$ cat src/rtl/mod_147_timer_pkg.sv
// rtl/mod_147_timer_pkg.sv - shared state encoding and heartbeat timer constants for the timer bank
package mod_147_timer_pkg;

  typedef enum logic [1:0] {
    ST_IDLE    = 2'd0,
    ST_RUNNING = 2'd1,
    ST_DONE    = 2'd2
  } chan_state_e;

  localparam int HB_SEND_TIMER = 0;
  localparam int HB_TIMER      = 1;

  // 25 MHz PLCA system clock (40 ns period).
  localparam int unsigned SYS_CLK_PERIOD_NS = 40;

  function automatic int unsigned ns_to_ticks(input longint unsigned ns);
    return int'(ns / SYS_CLK_PERIOD_NS);
  endfunction

  localparam int unsigned HB_SEND_TIMER_TICKS = ns_to_ticks(64'd2000);
  localparam int unsigned HB_TIMER_TICKS      = ns_to_ticks(64'd50_000_000);

endpackage

$ cat src/rtl/mod_147_timer_chan.sv
// rtl/mod_147_timer_chan.sv - one timer channel: IDLE/RUNNING/DONE FSM, prescaler and down-counter
// Optional periodic reload compiled in with TIMER_BANK_PERIODIC_EN.
module mod_147_timer_chan
  import mod_147_timer_pkg::*;
#(
  parameter int CNT_WIDTH = 24,
  parameter int PRESCALE  = 1,
  parameter int PRE_WIDTH = 8
) (
  input  logic                 clk,
  input  logic                 reset_n,
  input  logic                 start_i,
  input  logic                 stop_i,
  input  logic [CNT_WIDTH-1:0] duration_i,
  input  logic                 periodic_i,
  output logic                 done_o,
  output logic                 not_done_o,
  output logic                 expired_o
);

  localparam logic [PRE_WIDTH-1:0] PRE_MAX = PRE_WIDTH'(PRESCALE - 1);

  chan_state_e          state_q, state_d;
  logic [CNT_WIDTH-1:0] cnt_q, cnt_d;
  logic [PRE_WIDTH-1:0] pre_q, pre_d;
  logic                 expired_q, expired_d;
  logic [CNT_WIDTH-1:0] load_val;
  logic                 tick;

  // A zero duration is treated as one tick.
  assign load_val = (duration_i == '0) ? CNT_WIDTH'(1) : duration_i;
  assign tick     = (state_q == ST_RUNNING) && (pre_q == PRE_MAX);

`ifdef TIMER_BANK_PERIODIC_EN
  logic [CNT_WIDTH-1:0] dur_q, dur_d;
  logic                 reload;
  assign reload = periodic_i;
`else
  logic unused_periodic;
  assign unused_periodic = periodic_i;
`endif

  always_comb begin
    state_d   = state_q;
    cnt_d     = cnt_q;
    pre_d     = pre_q;
    expired_d = 1'b0;
`ifdef TIMER_BANK_PERIODIC_EN
    dur_d     = dur_q;
`endif
    if (start_i) begin
      state_d = ST_RUNNING;
      cnt_d   = load_val;
      pre_d   = '0;
`ifdef TIMER_BANK_PERIODIC_EN
      dur_d   = load_val;
`endif
    end else if (stop_i) begin
      state_d = ST_IDLE;
      cnt_d   = '0;
      pre_d   = '0;
    end else if (state_q == ST_RUNNING) begin
      if (tick) begin
        pre_d = '0;
        if (cnt_q <= CNT_WIDTH'(1)) begin
          expired_d = 1'b1;
`ifdef TIMER_BANK_PERIODIC_EN
          if (reload) begin
            cnt_d = dur_q;
          end else begin
            state_d = ST_DONE;
            cnt_d   = '0;
          end
`else
          state_d = ST_DONE;
          cnt_d   = '0;
`endif
        end else begin
          cnt_d = cnt_q - CNT_WIDTH'(1);
        end
      end else begin
        pre_d = pre_q + PRE_WIDTH'(1);
      end
    end
  end

  always_ff @(posedge clk or negedge reset_n) begin
    if (!reset_n) begin
      state_q   <= ST_IDLE;
      cnt_q     <= '0;
      pre_q     <= '0;
      expired_q <= 1'b0;
`ifdef TIMER_BANK_PERIODIC_EN
      dur_q     <= '0;
`endif
    end else begin
      state_q   <= state_d;
      cnt_q     <= cnt_d;
      pre_q     <= pre_d;
      expired_q <= expired_d;
`ifdef TIMER_BANK_PERIODIC_EN
      dur_q     <= dur_d;
`endif
    end
  end

  assign done_o     = (state_q == ST_DONE);
  assign not_done_o = (state_q == ST_RUNNING);
  assign expired_o  = expired_q;

endmodule

$ cat src/rtl/mod_147_3_7_1_timer_bank.sv
// rtl/mod_147_3_7_1_timer_bank.sv - bank of NUM_TIMERS independent clock-counted PLCA timers
// Periodic mode per channel available when TIMER_BANK_PERIODIC_EN is defined.
module mod_147_3_7_1_timer_bank
  import mod_147_timer_pkg::*;
#(
  parameter int NUM_TIMERS = 2,
  parameter int CNT_WIDTH  = 24,
  parameter int PRESCALE   = 1,
  parameter int PRE_WIDTH  = 8
) (
  input  logic                            clk,
  input  logic                            reset_n,
  input  logic [NUM_TIMERS-1:0]           timer_start,
  input  logic [NUM_TIMERS-1:0]           timer_stop,
  input  logic [NUM_TIMERS*CNT_WIDTH-1:0] timer_duration,
  input  logic [NUM_TIMERS-1:0]           timer_periodic,
  output logic [NUM_TIMERS-1:0]           timer_done,
  output logic [NUM_TIMERS-1:0]           timer_not_done,
  output logic [NUM_TIMERS-1:0]           timer_expired
);

  for (genvar i = 0; i < NUM_TIMERS; i++) begin : g_chan
    mod_147_timer_chan #(
      .CNT_WIDTH (CNT_WIDTH),
      .PRESCALE  (PRESCALE),
      .PRE_WIDTH (PRE_WIDTH)
    ) u_chan (
      .clk        (clk),
      .reset_n    (reset_n),
      .start_i    (timer_start[i]),
      .stop_i     (timer_stop[i]),
      .duration_i (timer_duration[i*CNT_WIDTH +: CNT_WIDTH]),
      .periodic_i (timer_periodic[i]),
      .done_o     (timer_done[i]),
      .not_done_o (timer_not_done[i]),
      .expired_o  (timer_expired[i])
    );
  end

endmodule

$ cat config.mk
export PLATFORM = sky130hd
export DESIGN_NAME = mod_147_3_7_1_timer_bank
export DESIGN_NICKNAME = d
export VERILOG_FILES = /design/src/rtl/mod_147_timer_pkg.sv /design/src/rtl/mod_147_timer_chan.sv /design/src/rtl/mod_147_3_7_1_timer_bank.sv
export SDC_FILE = /design/constraint.sdc
export NUM_CORES = 1
export LEC_CHECK = 0
export CORE_UTILIZATION = 50
export CTS_CLUSTER_DIAMETER = 150
export DETAILED_ROUTE_END_ITERATION = 12
export PLACE_DENSITY = 0.71
export SETUP_SLACK_MARGIN = 0.2
export SKIP_CTS_REPAIR_TIMING = 1
export SYNTH_ARGS = -nofsm -noshare
export SYNTH_HDL_FRONTEND = slang
export SYNTH_SLANG_ARGS = --single-unit
$ cat constraint.sdc
create_clock -name clk -period 2.82 [get_ports clk]
set_clock_uncertainty 0.1 [all_clocks]
set_input_delay 0.282 -clock clk [delete_from_list [all_inputs] [get_ports clk]]
set_output_delay 0.282 -clock clk [all_outputs]
set_load 0.005 [all_outputs]
Yosys cells after proc, flatten, opt, wreduce, memory -nomap -nowiden. Index checks and enable logic that the tools add are counted.

Register bits after elaboration: 70. Input port bits: 56. Output and inout port bits: 6. Logic and storage cells: 74.

Add/sub/neg operators: 4. Order comparisons: 2. Eq/ne operators: 4. Multiplexer cells: 40. Reductions and logical operators: 16.

Operator list (count): 24-bit two-way mux (12); 8-bit two-way mux (8); 24-bit by 1-bit less-or-equal comparator with 1-bit output (second input constant) (2); 24-bit logical NOT (2); 24-bit by 1-bit subtractor with 24-bit output (second input constant) (2); 2-bit two-way mux (10); 3-bit nonzero test (6); 8-bit by 1-bit adder with 8-bit output (second input constant) (2); 8-bit logical NOT (2); 1-bit two-way mux (10); 3-bit AND reduction (2); 2-bit by 1-bit equality test with 1-bit output (second input constant) (2); 2-bit equality test (second input constant) (2); 2-bit AND reduction (2); 1-bit logical AND (2).

Depth between registers and ports, before layout. Gate-level depths: netlist of the first run.

Depth in word-level cells: 6. Depth in mapped cells: 8. Mapped depth without buffers: 7.

Modules after synthesis. From an unflattened synthesis of the first run, not the netlist that was laid out.

Cell total of the unflattened synthesis: 492. Area, all modules: 4300.4 um2.

Modules (own cells, without submodules): mod_147_timer_chan (g_chan[1].u_chan) (instances 1, cells an instance 249, area each 2190.9 um2, sequential area each 875.8 um2); mod_147_timer_chan (g_chan[0].u_chan) (instances 1, cells an instance 243, area each 2109.5 um2, sequential area each 875.8 um2).

Worst setup path before layout of the first run. No wires, ideal clock.

Kind: reg-to-reg. Start: register g_chan[0].u_chan.cnt_q[0]. End: register g_chan[0].u_chan.cnt_q[19]. Setup time: 0.126 ns. Data arrival time: 1.864 ns. Required time: 2.594 ns. Setup slack: 0.730 ns. Cell stages (with the launch flop): 7. Path buffers: 1. Period minus slack after synthesis: 2.090 ns. Path through: dfrtp_1 > or4_4 > or3_1 > buf_6 > nor2_8 > a31oi_1 > a221o_1.

Longest elaborated chain between the ends: 6. Elaborated cells on any way between the ends: 7. Those cells by class: add/sub (1); order compare (1); mux (5).

RTL lines: from (decl) (RTL line mod_147_timer_chan.sv:24) `logic [CNT_WIDTH-1:0] cnt_q, cnt_d;`; from (signal assigned) (RTL line mod_147_timer_chan.sv:98) `cnt_q <= cnt_d;`; 24-bit by 1-bit subtractor with 24-bit output or 24-bit by 1-bit less-or-equal comparator with 1-bit output (tied branches) (RTL line mod_147_timer_chan.sv:79, mod_147_timer_chan.sv:65); 24-bit two-way mux (*) (RTL line mod_147_timer_chan.sv:65) `if (cnt_q <= CNT_WIDTH'(1)) begin`; 24-bit two-way mux (*) (RTL line mod_147_timer_chan.sv:63) `if (tick) begin`; 24-bit two-way mux (*) (RTL line mod_147_timer_chan.sv:62) `end else if (state_q == ST_RUNNING) begin`; 24-bit two-way mux (*) (RTL line mod_147_timer_chan.sv:58) `end else if (stop_i) begin`; 24-bit two-way mux (*) (RTL line mod_147_timer_chan.sv:51) `if (start_i) begin`.

Mark *: on every way between the ends. The rest lies on a longest branch, timed or not. The select of a mux whose other input is x is not followed. A chain may end at the register's enable or synchronous reset.

Final worst setup path of the first run.
Start: register g_chan[1].u_chan.cnt_q[10]. End: register g_chan[1].u_chan.cnt_q[23].

Longest elaborated chain between the ends: 6. Elaborated cells on any way between the ends: 7. Those cells by class: add/sub (1); order compare (1); mux (5).

RTL lines (RTL line): from (decl) (mod_147_timer_chan.sv:24); from (signal assigned) (mod_147_timer_chan.sv:98); 24-bit by 1-bit subtractor with 24-bit output or 24-bit by 1-bit less-or-equal comparator with 1-bit output (tied branches) (mod_147_timer_chan.sv:79, mod_147_timer_chan.sv:65); 24-bit two-way mux (*) (mod_147_timer_chan.sv:65); 24-bit two-way mux (*) (mod_147_timer_chan.sv:63); 24-bit two-way mux (*) (mod_147_timer_chan.sv:62); 24-bit two-way mux (*) (mod_147_timer_chan.sv:58); 24-bit two-way mux (*) (mod_147_timer_chan.sv:51).

Marked as above.

==> results.py, run 1 <==
metrics = {
    "logic_synthesis": {
        "yosys_warnings": 0,
        "yosys.area.top_type": "dfrtp_1",
        "synthTopCellsByArea": "dfrtp_1 (40%), nand2_1 (3.8%), nor2_1 (3.4%)",
        "yosysMostFrequentCell": "dfrtp_1",
        "synthesis.instances": 481,
        "synth-edff-count": 0,
        "synthArstFlopShare_pct": 100,
        "synth_seq_cells": 70,
        "synth_top_area_share_pct": 40.2,
        "syn_nets": 545,
        "synth_cell_types": 68,
        "synth_area_per_cell_um2": 9.05,
        "yosys-top-cells-count": "dfrtp_1 (70), nand2_1 (44), nor2_1 (39)",
        "synthFlopType": "dfrtp_1",
        "ys_seq_area_share_pct": 40.2,
        "syn_area_mm2": 0.00435,
    },
    "route": {
        "wl_um": 11400,
        "route.detailed.drc": 0,
        "vias": 4095,
        "drt-pass1-iter-count": 5,
        "wl_per_cell_um": 17.4,
        "antenna_left": 0,
        "viasPerCell": 6.25,
        "drtIter0Drc": 222,
    },
    "sta": {
        "worst_pin_slew_ps": 1140,
        "post-route-period-util_pct": 83.7,
        "fin_tns_setup_ps": 0,
        "final-setup-viol-count": 0,
        "rsz0062_at_grt": "false",
        "final-hold-violation-count": 0,
        "fmax_ghz": 0.424,
        "worst_slack_ps": 459,
        "hold_slack_ps": 395,
        "period_needed_ps": 2360,
        "drv_slew": 0,
        "relSlewSlack_pct": 23.6,
    },
    "grt": {
        "track_usage_pct": 26.6,
        "grt_pass1_wl_um": 18700,
        "grt_start_max_net_pins": 71,
        "globalRoute.totalOverflow": 0,
        "grt_pass1_vias": 3888,
        "antenna_found_initial": 0,
    },
    "worst_setup_path": {
        "required_ps": 2930,
        "crit_type": "register to register",
        "worstPathArrival_ps": 2470,
        "startpoint_type": "register",
        "crit_fanout": 10,
        "end_kind": "register",
    },
    "job": {
        "drv_cap": 0,
    },
    "worst_hold_path": {
        "hold_class": "input pin to async pin",
    },
    "cts": {
        "numCtsBuffers": 9,
        "root_buffer": "clkbuf_8",
        "cts_buffer_depth": 2,
        "path_clk_slew_ps": 80,
        "cts.sinks": 70,
        "h-tree-depth": 3,
        "clk_latency_ps": 340,
        "cts_tree": "built",
    },
    "power_and_ir_drop": {
        "power_per_cell_area_mw_per_mm2": 454,
        "p_leak_nw": 2.10,
        "peakVddDrop_uv": 261,
        "clkPwrFrac_pct": 30.1,
        "p_sw_w": 0.000750,
        "combPwrFrac_pct": 20.9,
        "p_int_w": 0.00165,
        "p_seq_share_pct": 49.1,
        "switching_share_pct": 31.3,
    },
    "layout": {
        "diodes": 0,
        "drive_gt1_share_pct": 10.2,
        "utilization_pct": 63.4,
        "nNetsFinal": 609,
        "area_growth_pct": 21.4,
    },
    "floorplan": {
        "dieArea_mm2": 0.00909,
        "start_util_pct": 52.2,
        "die_w_um": 95.3,
        "fp.dieH_um": 95.3,
        "ioPinCount": 62,
        "std_cell_rows": 33,
        "core_mm2": 0.00834,
    },
    "placed_design": {
        "dp_hpwl_um": 8230,
        "routabilityCongestion": 0.817,
        "portBuffers": 59,
        "post-place-ws_ps": 352,
    },
    "outcome": {
        "outcome": "finished clean",
    },
}
## state kept, by name, summed over array words and instances, names as in the netlist
name / flops
g_chan.u_chan.cnt_q: 48
g_chan.u_chan.expired_o: 2
g_chan.u_chan.pre_q: 16
g_chan.u_chan.state_q: 4
## worst paths after layout
check	start	endpoint	slack [ps]	depth (start not counted)
worst max-delay path	g_chan[1].u_chan.cnt_q[10]	g_chan[1].u_chan.cnt_q[23]	460	5
worst min-delay path	reset_n	g_chan[0].u_chan.pre_q[7]	400	3
worst max register to register	g_chan[1].u_chan.cnt_q[10]	g_chan[1].u_chan.cnt_q[23]	460	5
worst min register to register	g_chan[0].u_chan.cnt_q[23]	g_chan[0].u_chan.cnt_q[23]	410	1
max in group asynchronous	reset_n	g_chan[0].u_chan.cnt_q[15]	1910	3
min in group clk	g_chan[0].u_chan.cnt_q[23]	g_chan[0].u_chan.cnt_q[23]	410	1
## cells in the final DEF (no fill, tap or decap), types with 4 or more instances in the layout
master           netlist  final
nand2_1               44     44
a21oi_1               22     22
buf_4                  7     17
inv_1                 16     16
or4_1                  7      7
nor3_1                18     18
a22oi_1               19     19
o21ai_1               11     11
and3_1                 4      4
nand2b_1               4      4
a221o_1                9      9
clkbuf_8               0     10
a32oi_1                4      4
nand4_1               10     10
nor2_1                39     39
nor4_1                14     14
a31oi_1                8      7
nor4_2                 5      5
o31ai_1                5      5
nand3_1               25     25
dfrtp_1               70     70
o21ai_0               12     12
clkdlybuf4s50_1        0     58
ha_1                   8      8
xor2_1                13     13
o211ai_1               8      8
or3_1                 10     10
o311ai_0               5      5
## metal layers
metal,global-route usage (%),share of wire (%),up-vias,wire length (um)
met5,0,0,-,0
met4,10.4,1.6,0,187
met1,35.6,45,1988,5110
li1,-,-,1969,-
met3,3.35,4.8,16,547
met2,43.8,49,122,5580
## worst max-delay path, cell delays in order (launching register included)
cell,delay [ps]
dfrtp_1,430
nor4_2,430
nand4_1,460
or4_1,600
o211ai_1,100
o311ai_1,110
## per-stage QoR
step | instances | instance area, um2 | total power [W]
after global routing | 655 | 5290 | 0.00253
final | 655 | 5290 | 0.00240
after floorplan | 481 | 4350 | 0.00146
after CTS | 654 | 5280 | 0.00241
after detailed placement | 638 | 5110 | 0.00169
after global placement | 638 | 5110 | 0.00168
## kinds of logic (layout without fill, tap and decap cells)
kind of cell	Yosys count	in the layout	share of synthesized area [%]
AOI/OAI and AO/OA	135	135	22.4
xor gates and xnor gates	13	13	2.61
adders and majority gates	8	8	2.30
buffers and inverters	44	113	4.71
DFF	70	70	40.2
muxes	2	2	0.460
and+or+nand+nor	209	209	27.3
## area by class of cell
class                           count  area [um2]
Clock inverter                      4        22.5
Clock buffer                       12         145
Sequential cell                    70        1750
Inverter                           18        67.6
Fill cell                         741        3060
Timing Repair Buffer               79         763
Multi-Input combinational cell    367        2400
Tap cell                          105         131
## power by group through the flow
stage / registers [W] / logic [W] / clock network [W]
after global placement: 0.00119 / 0.000489 / 0
after floorplan: 0.00117 / 0.000299 / 0
after CTS: 0.00117 / 0.000500 / 0.000738
after detailed placement: 0.00119 / 0.000496 / 0
after global routing: 0.00119 / 0.000556 / 0.000786
final: 0.00118 / 0.000500 / 0.000721
Note: power is estimated with default switching activity, not from simulation.
==> inputs of run 2 (changes only) <==
Settings changed: PLACE_DENSITY 0.71 to 0.74.
Clock period 2.82 ns to 2 ns, I/O delays scaled along.
==> run 2 against run 1 <==
Compared with the run above:
- the flow now finishes with violations (setup timing)
- fmax increased by 3.6%
- critical path depth increased by 1
- design area increased by 43%
- critical path type unchanged
- die area unchanged
- count of clock-buffer cells in the layout decreased by 3
- cell count increased by 26%
- wire length increased by 66%
==> results.py, run 2 (synthesis results as in run 1) <==
metrics = {
    "outcome": {
        "outcome": "finished with violations",
        "violations": "setup timing",
    },
    "route": {
        "met1_length_um": 6810,
        "wl_um": 18900,
        "routed.top_layer": "met4",
        "drtIter0Drc": 501,
        "route.detailed.drc": 0,
        "viasPerCell": 6.70,
        "antenna_left": 0,
        "drt-pass1-iter-count": 5,
        "wl_per_cell_um": 22.9,
        "vias": 5540,
        "met3WireLength_um": 1530,
        "wl_met2_um": 9360,
    },
    "layout": {
        "nNetsFinal": 781,
        "drive_gt1_share_pct": 46.0,
        "diodes": 0,
        "top_register": "g_chan.u_chan.cnt_q",
        "area_growth_pct": 73.7,
        "largest_reg_flops": 48,
        "layout_common_cells": "buf_4 (155), dfrtp_1 (69), clkdlybuf4s50_1 (55)",
        "stdcell_count": 827,
        "final_common_cell": "buf_4",
        "fillers": 325,
        "stdcell_area_mm2": 0.00756,
        "top_regs": "g_chan.u_chan.cnt_q (48), g_chan.u_chan.pre_q (16), g_chan.u_chan.state_q (4)",
    },
    "worst_setup_path": {
        "end_kind": "register",
        "critical_path.max_stage_delay_ps": 500,
        "startpoint_type": "register",
        "path_cells": "or3_1, or3_4, buf_12, nor3_4, nand3b_1, a31o_1",
        "crit_fanout": 7,
        "required_ps": 2170,
        "slowest_stage": "dfrtp_1",
        "worstPathArrival_ps": 2450,
        "crit_type": "register to register",
    },
    "placed_design": {
        "dp_hpwl_um": 10400,
        "place_inst": 784,
        "portBuffers": 59,
        "placed_area_mm2": 0.00642,
        "routabilityCongestion": 0.914,
        "post-place-ws_ps": -281,
    },
    "cts": {
        "root_buffer": "clkbuf_8",
        "cts_buffer_depth": 2,
        "cts.sinks": 70,
        "numCtsBuffers": 9,
        "path_clk_slew_ps": 90,
        "cts_tree": "built",
        "h-tree-depth": 3,
        "clk_latency_ps": 380,
    },
    "floorplan": {
        "start_util_pct": 52.2,
        "die_w_um": 95.3,
        "ioPinCount": 62,
        "core_mm2": 0.00834,
        "std_cell_rows": 33,
        "fp.dieH_um": 95.3,
        "dieArea_mm2": 0.00909,
    },
    "sta": {
        "hold_slack_ps": 185,
        "final-setup-viol-count": 44,
        "post-route-period-util_pct": 114,
        "rsz0062_at_grt": "true",
        "drv_slew": 0,
        "final-hold-violation-count": 0,
        "relSlewSlack_pct": 58.6,
        "fmax_ghz": 0.439,
        "period_needed_ps": 2280,
        "fin_tns_setup_ps": -6190,
        "worst_pin_slew_ps": 621,
        "worst_slack_ps": -279,
    },
    "grt": {
        "track_usage_pct": 33.1,
        "grt_pass1_wl_um": 22900,
        "antenna_found_initial": 0,
        "grt_start_max_net_pins": 59,
        "grt_pass1_vias": 4843,
        "globalRoute.totalOverflow": 0,
    },
    "power_and_ir_drop": {
        "p_leak_nw": 3.27,
        "power_per_cell_area_mw_per_mm2": 620,
        "peakVddDrop_uv": 517,
    },
    "job": {
        "drv_cap": 0,
    },
    "worst_hold_path": {
        "hold_class": "input pin to async pin",
    },
}
-- run 2: cell types whose count changed in the layout (fill, tap and decap cells not counted), sizes merged --
cell | before | now
clkinv | 4 | 1
buf | 20 | 191
dlymetal6s2s | 0 | 3
clkdlybuf4s50 | 58 | 55
clkbuf | 12 | 10
bufinv | 0 | 4
inv | 17 | 19
-- run 2: critical path, delay by kind of cell (launching register included) --
family | cells | cell delay, ps
and+or+nand+nor | 4 | 1160
DFF | 1 | 500
AOI/OAI and AO/OA | 1 | 240
buffers and inverters | 1 | 160
-- run 2: final cells by class --
type	instances	area [um2]	share of cell area, %
well taps	105	131	1.74
repair buffers	251	2250	29.8
clock buffers	9	124	1.64
clock inverters	7	145	1.92
multi-input cells	367	3080	40.8
flip-flops and latches	70	1750	23.2
inverters	18	72.6	0.960
-- run 2: final timing paths --
kind                            depth (start not counted)                    endpoint                        from  slack [ps]
worst min-delay path                                    2   g_chan[1].u_chan.pre_q[6]                     reset_n         190
min in group clk                                        3  g_chan[0].u_chan.cnt_q[20]          timer_duration[20]         290
max in group asynchronous                               3  g_chan[1].u_chan.cnt_q[12]                     reset_n         930
worst max register to register                          6  g_chan[0].u_chan.cnt_q[13]   g_chan[0].u_chan.cnt_q[4]        -280
worst min register to register                          1  g_chan[0].u_chan.cnt_q[23]  g_chan[0].u_chan.cnt_q[23]         440
worst max-delay path                                    6  g_chan[0].u_chan.cnt_q[13]   g_chan[0].u_chan.cnt_q[4]        -280
-- run 2: power by group --
| part | internal [W] | total, W | switching (W) | leakage, nW |
|---|---|---|---|---|
| combinational | 0.000718 | 0.00143 | 0.000715 | 2.25 |
| clock | 0.000962 | 0.00162 | 0.000660 | 0.130 |
| sequential | 0.00152 | 0.00164 | 0.000119 | 0.897 |
| total | 0.00320 | 0.00469 | 0.00149 | 3.27 |
-- run 2: metrics by stage --
| step | utilization (%) | power (W) |
|---|---|---|
| finish | 90.7 | 0.00469 |
| detailed placement | 77.0 | 0.00276 |
| floorplan | - | 0.00214 |
| global route | 90.7 | 0.00483 |
| global placement | 77.0 | 0.00272 |
| CTS | 80.2 | 0.00433 |
-- run 2: layer usage --
| metal | up-vias | GRT usage (%) |
|---|---|---|
| li1 | 2322 | - |
| met1 | 2703 | 39.2 |
| met2 | 381 | 56.1 |
| met3 | 134 | 7.26 |
| met4 | 0 | 17.0 |
| met5 | - | 0 |
